**config.mk**
```make
export PLATFORM = sky130hd
export DESIGN_NAME = mod_mul_barrett_sched
export DESIGN_NICKNAME = d
export VERILOG_FILES = /design/src/rtl/mod_mul_barrett_sched.sv
export SDC_FILE = /design/constraint.sdc
export NUM_CORES = 1
export LEC_CHECK = 0
export CAP_MARGIN = 20
export CORE_AREA = 2 2 238 240
export DETAILED_ROUTE_END_ITERATION = 7
export DIE_AREA = 0 0 240 242
export SYNTH_ARGS = -nofsm -noshare
export SYNTH_HDL_FRONTEND = slang
export SYNTH_SLANG_ARGS = --single-unit
```
**constraint.sdc**
```tcl
create_clock -name iClk -period 1.8 [get_ports iClk]
set_clock_uncertainty 0.15 [all_clocks]
set_input_delay 0.18 -clock iClk [delete_from_list [all_inputs] [get_ports iClk]]
set_output_delay 0.18 -clock iClk [all_outputs]
set_load 0.02 [all_outputs]
```
**src/rtl/mod_mul_barrett_sched.sv**
```systemverilog
// Round-robin scheduler sharing one pipelined Barrett modular multiplier among NUM_REQ requesters.
// Requester IDs ride a tag pipe matched to the multiplier latency; config reloads wait for drain.
module mod_mul_barrett_sched #(
  parameter int unsigned NUM_REQ = 4,
  parameter int unsigned LATENCY = 10,
  parameter int unsigned DW      = 32,
  localparam int unsigned IdW    = (NUM_REQ > 1) ? $clog2(NUM_REQ) : 1,
  localparam int unsigned CntW   = $clog2(LATENCY + 2)
) (
  input  logic                  iClk,
  input  logic                  iRstN,
  input  logic                  iClr,
  input  logic [NUM_REQ-1:0]    iReqValid,
  output logic [NUM_REQ-1:0]    oReqReady,
  input  logic [NUM_REQ*DW-1:0] iReqData0,
  input  logic [NUM_REQ*DW-1:0] iReqData1,
  input  logic                  iCfgValid,
  output logic                  oCfgReady,
  input  logic [5:0]            iCfgK,
  input  logic [2*DW-1:0]       iCfgU,
  input  logic [DW-1:0]         iCfgMod,
  output logic                  oMulEn,
  output logic                  oMulClr,
  output logic [5:0]            oMulK,
  output logic [2*DW-1:0]       oMulU,
  output logic [DW-1:0]         oMulMod,
  output logic [DW-1:0]         oMulData0,
  output logic [DW-1:0]         oMulData1,
  input  logic [DW-1:0]         iMulData,
  output logic                  oRspValid,
  output logic [IdW-1:0]        oRspId,
  output logic [DW-1:0]         oRspData,
  output logic                  oBusy
);

  localparam int unsigned SumW = IdW + 1;
  localparam logic [SumW-1:0] NumReqW = SumW'(NUM_REQ);

  typedef enum logic [1:0] {StRun, StDrain, StLoad} state_e;

  state_e             state_q, state_d;
  logic [IdW-1:0]     last_q, winner;
  logic [SumW-1:0]    sum;
  logic               found, grant_en, xfer, cfg_load, rsp_valid;
  logic [NUM_REQ-1:0] ready;
  logic [CntW-1:0]    cnt_q, cnt_d;
  logic [LATENCY:0]   tag_vld_q;
  logic [IdW-1:0]     tag_id_q [LATENCY+1];
  logic               mul_en_q, mul_clr_q;
  logic [DW-1:0]      data0_q, data1_q, mod_q;
  logic [5:0]         k_q;
  logic [2*DW-1:0]    u_q;

  // Rotating search starting just after the last granted requester.
  always_comb begin
    winner = last_q;
    found  = 1'b0;
    sum    = '0;
    for (int k = 0; k < NUM_REQ; k++) begin
      sum = {1'b0, last_q} + SumW'(k + 1);
      if (sum >= NumReqW) sum = sum - NumReqW;
      if (!found && iReqValid[sum[IdW-1:0]]) begin
        found  = 1'b1;
        winner = sum[IdW-1:0];
      end
    end
  end

  assign grant_en  = iRstN && !iClr && !iCfgValid && (state_q == StRun);
  assign xfer      = grant_en && found;
  assign rsp_valid = tag_vld_q[LATENCY];

  always_comb begin
    ready = '0;
    if (xfer) ready[winner] = 1'b1;
  end

  always_comb begin
    cnt_d = cnt_q;
    if (xfer && !rsp_valid)      cnt_d = cnt_q + CntW'(1);
    else if (!xfer && rsp_valid) cnt_d = cnt_q - CntW'(1);
  end

  // Drain exits on the next-state count so LOAD follows the last response directly.
  always_comb begin
    state_d  = state_q;
    cfg_load = 1'b0;
    unique case (state_q)
      StRun:   if (iCfgValid) state_d = StDrain;
      StDrain: if (cnt_d == '0) state_d = StLoad;
      StLoad: begin
        state_d  = StRun;
        cfg_load = 1'b1;
      end
      default: state_d = StRun;
    endcase
    if (iClr) begin
      state_d  = (state_q == StRun) ? StRun : StDrain;
      cfg_load = 1'b0;
    end
  end

  always_ff @(posedge iClk) begin
    if (!iRstN) begin
      state_q   <= StRun;
      last_q    <= IdW'(NUM_REQ - 1);
      cnt_q     <= '0;
      tag_vld_q <= '0;
      mul_en_q  <= 1'b0;
      mul_clr_q <= 1'b0;
      data0_q   <= '0;
      data1_q   <= '0;
      k_q       <= '0;
      u_q       <= '0;
      mod_q     <= '0;
    end else begin
      state_q   <= state_d;
      mul_en_q  <= 1'b1;
      mul_clr_q <= iClr;
      if (iClr) begin
        cnt_q     <= '0;
        tag_vld_q <= '0;
        data0_q   <= '0;
        data1_q   <= '0;
      end else begin
        cnt_q     <= cnt_d;
        tag_vld_q <= {tag_vld_q[LATENCY-1:0], xfer};
        if (xfer) begin
          data0_q <= iReqData0[winner*DW +: DW];
          data1_q <= iReqData1[winner*DW +: DW];
          last_q  <= winner;
        end
      end
      if (cfg_load) begin
        k_q   <= iCfgK;
        u_q   <= iCfgU;
        mod_q <= iCfgMod;
      end
    end
  end

  // IDs need no reset: they are only observed alongside a valid tag.
  always_ff @(posedge iClk) begin
    tag_id_q[0] <= winner;
    for (int i = 1; i <= LATENCY; i++) tag_id_q[i] <= tag_id_q[i-1];
  end

  assign oReqReady = ready;
  assign oCfgReady = cfg_load && iRstN;
  assign oMulEn    = mul_en_q;
  assign oMulClr   = mul_clr_q;
  assign oMulK     = k_q;
  assign oMulU     = u_q;
  assign oMulMod   = mod_q;
  assign oMulData0 = data0_q;
  assign oMulData1 = data1_q;
  assign oRspValid = rsp_valid;
  assign oRspId    = rsp_valid ? tag_id_q[LATENCY] : '0;
  assign oRspData  = rsp_valid ? iMulData : '0;
  assign oBusy     = (cnt_q != '0) || (state_q != StRun);

endmodule

```
==> flow_summary.ini, run 1 <==
[run_status]
status = finished with violations
violations = negative setup slack

[setup_path]
critPathKind = flop to output pin
cp-start-kind = flop
worstSetupEndpointType = output pin
arrival_ns = 1.81
worstPathRequired_ns = 1.47
cp_max_fo = 7

[detailed_routing]
routed.top_layer = met5
dr.pass1.iters = 5
wl_met2_um = 27770
routed_wl_um = 55420
vias = 12140
wirelength_met1_um = 19750
antenna_left = 0
wl_met3_um = 4925
wire_per_inst_um = 21.24
drc = 0
drt-initial-drc-count = 462
vias_per_cell = 4.654

[synth]
synth_top_area_share_pct = 42.81
synth_most_common_cell = dfxtp_1
synth_fa_ha_area_share_pct = 0.3841
ys.warnings.count = 0
yosysTopAreaCell = dfxtp_1
synth_area_um2 = 9773
ys_seq_area_share_pct = 42.81
syn_inst = 1169
synth_nets = 1570
syn_area_per_cell_um2 = 8.360
synth_cell_types = 51
yosys.area_share.simple_pct = 18.35
ys.flop_type = dfxtp_1
synthMuxAreaShare_pct = 0.1024
synth_edf_count = 0
synthTopCellsByCount = dfxtp_1 (209), nand2_1 (207), a21boi_0 (102)
synthArstFlopShare_pct = 0
synth_top_family_by_area = compound AO/OA/AOI/OAI gates
synth-seq-cells = 209
synth_xor_area_share_pct = 0.2689
synth_area_leaders = dfxtp_1 (43%), nand2_1 (8.0%), a21boi_0 (7.8%), a221oi_1 (5.8%), a21o_1 (5.0%)
synth-compound-area-share_pct = 32.04

[clock_network]
cts_root_buf = clkbuf_16
htreeDepth = 1
insertion_delay_ns = 0.56
numCtsBuffers = 26
tritoncts = done
path_clk_slew_ns = 0.06
cts.sinks = 209
cts_buffer_depth = 3

[final_layout]
nets = 2233
stdcell_count = 2609
drive_above_1_share_pct = 25.11
design_area_um2 = 20680
fillers = 5559
seqCellArea_um2 = 4200
fin_util_pct = 37.11
multi_input_area_um2 = 6614
syn2layout_area_growth_pct = 111.6

[placed_design]
port_buffers = 606
post_dp_cell_area_um2 = 17400
dp_slack_ns = -0.9042
dp.cells = 2515
dp_hpwl_um = 37060
place.gp.congestion = 0.8505

[sta]
relSlewSlack_pct = 44.88
final-setup-viol-count = 72
worst_slack_ns = -0.3423
fin_crit_ns = 2.142
worst_pin_slew_ns = 0.8269
final_max_slew_viol_count = 0
fin_crit_sh_pct = 119.0
whs_ns = 0.03507
fmax_ghz = 0.4668
fin_tns_setup_ns = -14.31
hold_violations = 0
rsz0062_at_grt = yes

[power_and_ir_drop]
seqPwrFrac_pct = 36.0
power_frac_clock_pct = 40.7
switching_share_pct = 27.62
ir_drop_uv = 603.8
finalPower_mw = 13.31
power_density_nw_per_um2 = 643.4
p_int_mw = 9.631
leakage_nw = 8.322
p_sw_mw = 3.676
pwr-share-comb_pct = 23.3

[global_route]
grt_max_degree = 102
grt_pass1_wl_um = 76260
track_usage_pct = 17.32
grt_pass1_vias = 12100
antenna_found_initial = 6
grt-ovfl-total = 0

[die]
initial_core_util_pct = 17.54
die_w_um = 240
die-area_um2 = 58080
core_um2 = 55730
rows = 87
chipHeight_um = 242
ios = 607

[min_path]
hp-class = primary input to flop

[run]
cap_viol_max_count = 0
-- area by class of cell --
cell class,instances,area share [%]
multi-input combinational,825,31.98
clock inverter,17,0.9256
sequential,209,20.31
timing repair inverter,1,0.04235
timing repair buffer,763,38.63
tap,756,4.574
inverter,6,0.1452
antenna,1,0.01210
clock buffer,31,3.382
-- flip-flops by register name (all words and copies together) (netlist names), 4 cells and up --
| register | count |
|---|---|
| tag_id_q | 22 |
| oMulU | 64 |
| oMulData0 | 32 |
| oMulData1 | 32 |
| oMulMod | 32 |
| cnt_q | 4 |
| tag_vld_q | 11 |
| oMulK | 6 |
-- final timing paths --
check / depth (start not counted) / from / end / slack, ns
setup reg to reg: 10 / last_q[0] / oMulData0[20] / -0.30
hold reg to reg: 0 / tag_id_q[2][0] / tag_id_q[3][0] / 0.17
setup / recovery: 5 / last_q[0] / oReqReady[2] / -0.34
hold / removal: 3 / iCfgMod[20] / oMulMod[20] / 0.04
-- power by group through the flow --
stage / sequential, mW / clock (mW) / combinational [mW]
floorplan: 4.95 / 0 / 0.801
global placement: 4.89 / 0 / 2.37
detailed placement: 4.89 / 0 / 2.37
CTS: 4.79 / 5.59 / 2.83
global route: 4.80 / 5.79 / 3.23
finish: 4.79 / 5.42 / 3.10
-- layout by cell type (no fill, tap or decap), types with 32 or more instances in the layout --
| cell type | synthesis | routed |
|---|---|---|
| a21oi_1 | 65 | 40 |
| a21o_1 | 65 | 64 |
| o31ai_4 | 0 | 46 |
| o21ai_0 | 66 | 64 |
| dfxtp_1 | 209 | 204 |
| nand4_1 | 64 | 64 |
| a221oi_2 | 0 | 36 |
| clkbuf_16 | 0 | 34 |
| a21boi_0 | 102 | 99 |
| buf_4 | 2 | 88 |
| nand2_1 | 207 | 207 |
| buf_12 | 0 | 32 |
| clkdlybuf4s50_1 | 0 | 392 |
| dlygate4sd2_1 | 0 | 166 |
| buf_6 | 3 | 52 |
| and2_4 | 0 | 36 |
-- metal layers --
| layer | vias to the layer above | track usage, % |
|---|---|---|
| met5 | - | 0 |
| met3 | 145 | 4.011 |
| li1 | 5616 | - |
| met1 | 5705 | 18.75 |
| met4 | 6 | 8.221 |
| met2 | 671 | 31.49 |
-- kinds of logic after synthesis --
kind of cell,after synthesis
AOI/OAI and AO/OA,450
and+or+nand+nor,368
DFF,209
buffers and inverters,135
xor gates and xnor gates,3
adders and majority gates,3
muxes,1
-- worst max-delay path, stage by stage (launching register included) --
cell,delay [ns]
dfxtp_4,0.37
and2b_2,0.28
o2bb2ai_2,0.07
a32o_2,0.27
and2_4,0.15
buf_6,0.12
-- what timing repair did --
item,4_1_cts,5_1_grt
resized for setup,592,148
hold buffers,1,0
setup endpoints to repair,277,109
setup buffers,20,4
endpoints found under the hold margin,2,0
gates cloned,16,10
pin swaps,47,110
(Power assumes the default switching activity.)
==> run 2, diff against run 1 <==
--- a/config.mk
+++ b/config.mk
@@ -9,6 +9,7 @@
 export CORE_AREA = 2 2 238 240
 export DETAILED_ROUTE_END_ITERATION = 7
 export DIE_AREA = 0 0 240 242
+export SLEW_MARGIN = 20
 export SYNTH_ARGS = -nofsm -noshare
 export SYNTH_HDL_FRONTEND = slang
 export SYNTH_SLANG_ARGS = --single-unit
==> results of run 2 <==
Same layout as run 1: the final DEF is identical, and so are final timing and power.
==> run 3, diff against run 2 <==
--- a/config.mk
+++ b/config.mk
@@ -5,10 +5,13 @@
 export SDC_FILE = /design/constraint.sdc
 export NUM_CORES = 1
 export LEC_CHECK = 0
+export ABC_AREA = 1
 export CAP_MARGIN = 20
-export CORE_AREA = 2 2 238 240
+export CORE_AREA = 2 2 235 237
 export DETAILED_ROUTE_END_ITERATION = 7
-export DIE_AREA = 0 0 240 242
+export DIE_AREA = 0 0 237 239
+export REMOVE_ABC_BUFFERS = 1
+export SKIP_CTS_REPAIR_TIMING = 1
 export SLEW_MARGIN = 20
 export SYNTH_ARGS = -nofsm -noshare
 export SYNTH_HDL_FRONTEND = slang
==> run 3 against run 2 <==
Against the previous run:
- the run still ends with negative setup slack left
- global-route usage decreased by 1.6 points
- combinational power up 59%
- sequential power grew 4%
- area after synthesis increased by 6.4%
- cell count is 15% higher
- maximum frequency decreased by 18%
- sequential share of layout area is 2.0 points higher
- flip-flop and latch count unchanged
- final area fell by 9.0%
- register-to-register slack lost 0.39 ns
==> flow_summary.ini, run 3 <==
[synth]
synthTopCellsByCount = nand2_1 (584), inv_1 (224), dfxtp_1 (209)
synth_cell_types = 26
syn_inst = 1666
synth_edf_count = 0
ys_seq_area_share_pct = 40.24
synth_most_common_cell = nand2_1
synth_top_family_by_area = simple AND/OR/NAND/NOR gates
synth-seq-cells = 209
synthArstFlopShare_pct = 0
synth-compound-area-share_pct = 10.51
synth_xor_area_share_pct = 0.5656
yosys.area_share.simple_pct = 34.28
yosysTopAreaCell = dfxtp_1
synth_fa_ha_area_share_pct = 0.3610
synth_top_area_share_pct = 40.24
synth_area_leaders = dfxtp_1 (40%), nand2_1 (21%), inv_1 (8.1%), nand3_1 (6.9%), nor2_1 (5.4%)
syn_area_per_cell_um2 = 6.241
ys.warnings.count = 0
synth_area_um2 = 10400
ys.flop_type = dfxtp_1
synthMuxAreaShare_pct = 0

[global_route]
track_usage_pct = 15.72
grt_pass1_vias = 12030
grt_pass1_wl_um = 69010
grt_max_degree = 66
antenna_found_initial = 3
grt-ovfl-total = 0

[die]
ios = 607
rows = 86
die-area_um2 = 56640
initial_core_util_pct = 19.13
die_w_um = 237
core_um2 = 54340
chipHeight_um = 239

[clock_network]
tritoncts = done
cts_buffer_depth = 3
numCtsBuffers = 26
cts.sinks = 209
path_clk_slew_ns = 0.06
cts_root_buf = clkbuf_16
insertion_delay_ns = 0.55
htreeDepth = 1

[run_status]
status = finished with violations
violations = negative setup slack

[placed_design]
dp_slack_ns = -1.066
dp_hpwl_um = 37750
place.gp.congestion = 0.8685
post_dp_cell_area_um2 = 17630
port_buffers = 606

[power_and_ir_drop]
leakage_nw = 8.374
power_density_nw_per_um2 = 816.6
ir_drop_uv = 611.9
finalPower_mw = 15.38

[detailed_routing]
wirelength_met1_um = 17430
vias_per_cell = 4.150
dr.pass1.iters = 5
wl_met3_um = 4712
wl_met2_um = 24160
drc = 0
vias = 12480
antenna_left = 0
wire_per_inst_um = 16.20
drt-initial-drc-count = 514
routed.top_layer = met5
routed_wl_um = 48720

[final_layout]
drive_above_1_share_pct = 10.20
largest_reg_flops = 64
design_area_um2 = 18830
layout_common_cells = nand2_1 (567), clkdlybuf4s50_1 (558), inv_1 (222)
syn2layout_area_growth_pct = 81.11
nets = 2685
final_common_cell = nand2_1

[sta]
fin_crit_ns = 2.602
final-setup-viol-count = 241
final_max_slew_viol_count = 0
fin_crit_sh_pct = 144.5
worst_slack_ns = -0.8015
rsz0062_at_grt = yes
hold_violations = 0
fin_tns_setup_ns = -49.21
relSlewSlack_pct = 68.34
fmax_ghz = 0.3844
worst_pin_slew_ns = 0.4749

[run]
cap_viol_max_count = 0

[setup_path]
arrival_ns = 2.27
cp_max_fo = 4
critPathKind = flop to output pin
cp-start-kind = flop
worstSetupEndpointType = output pin
worstPathRequired_ns = 1.47

[min_path]
hp-class = primary input to flop
run 3: cell families after synthesis:
family	Yosys count
buf+inv	340
fa+ha+maj	3
xor+xnor	5
flops	209
simple gates	893
compound gates	216
run 3: worst max-delay path, stage by stage, from the launching register on:
cell	delay, ns
dfxtp_4	0.38
buf_6	0.14
xor2_4	0.18
nand2_2	0.09
nand2_4	0.10
inv_2	0.04
nand2_2	0.07
inv_2	0.04
nand2_2	0.07
o211ai_2	0.10
nand2_2	0.11
inv_2	0.05
nor3_2	0.20
buf_4	0.17
run 3: per-stage QoR:
step           hold slack, ns  cells  utilization [%]
6_report             0.001119   3008            34.65
5_1_grt              0.004363   3008            34.65
4_1_cts              -0.04752   2999            34.11
3_5_place_dp           0.1621   2952            32.44
3_3_place_gp           0.1613   2952            32.44
2_1_floorplan         0.05772   1555                -
run 3: worst paths after layout:
path / from / end / slack [ns] / cells past startpoint
max: last_q[0] / oReqReady[0] / -0.80 / 13
min: iRstN / oMulEn / 0.001 / 2
max reg2reg: last_q[0] / oMulData0[16] / -0.69 / 20
min reg2reg: tag_id_q[1][0] / tag_id_q[2][0] / 0.17 / 0
run 3: cell type report:
type | count | area (µm²)
multi-input cells | 1117 | 4921
well taps | 704 | 880.8
clock inverters | 8 | 128.9
clock buffers | 39 | 779.5
inverters | 229 | 867.1
repair buffers | 701 | 7056
diodes | 1 | 2.502
fillers | 5755 | 35510
flip-flops and latches | 209 | 4195
run 3: where the power goes:
group | leakage [nW] | total [mW] | switching, mW | internal, mW
Clock | 0.445 | 5.48 | 2.08 | 3.40
Combinational | 6.23 | 4.92 | 2.71 | 2.21
Sequential | 1.70 | 4.97 | 0.0905 | 4.88
Total | 8.37 | 15.4 | 4.88 | 10.5
run 3: per-layer routing:
layer / vias up / GRT usage, %
met5: - / 0
met4: 2 / 7.998
met3: 88 / 5.266
li1: 6323 / -
met2: 531 / 28.38
met1: 5540 / 16.21
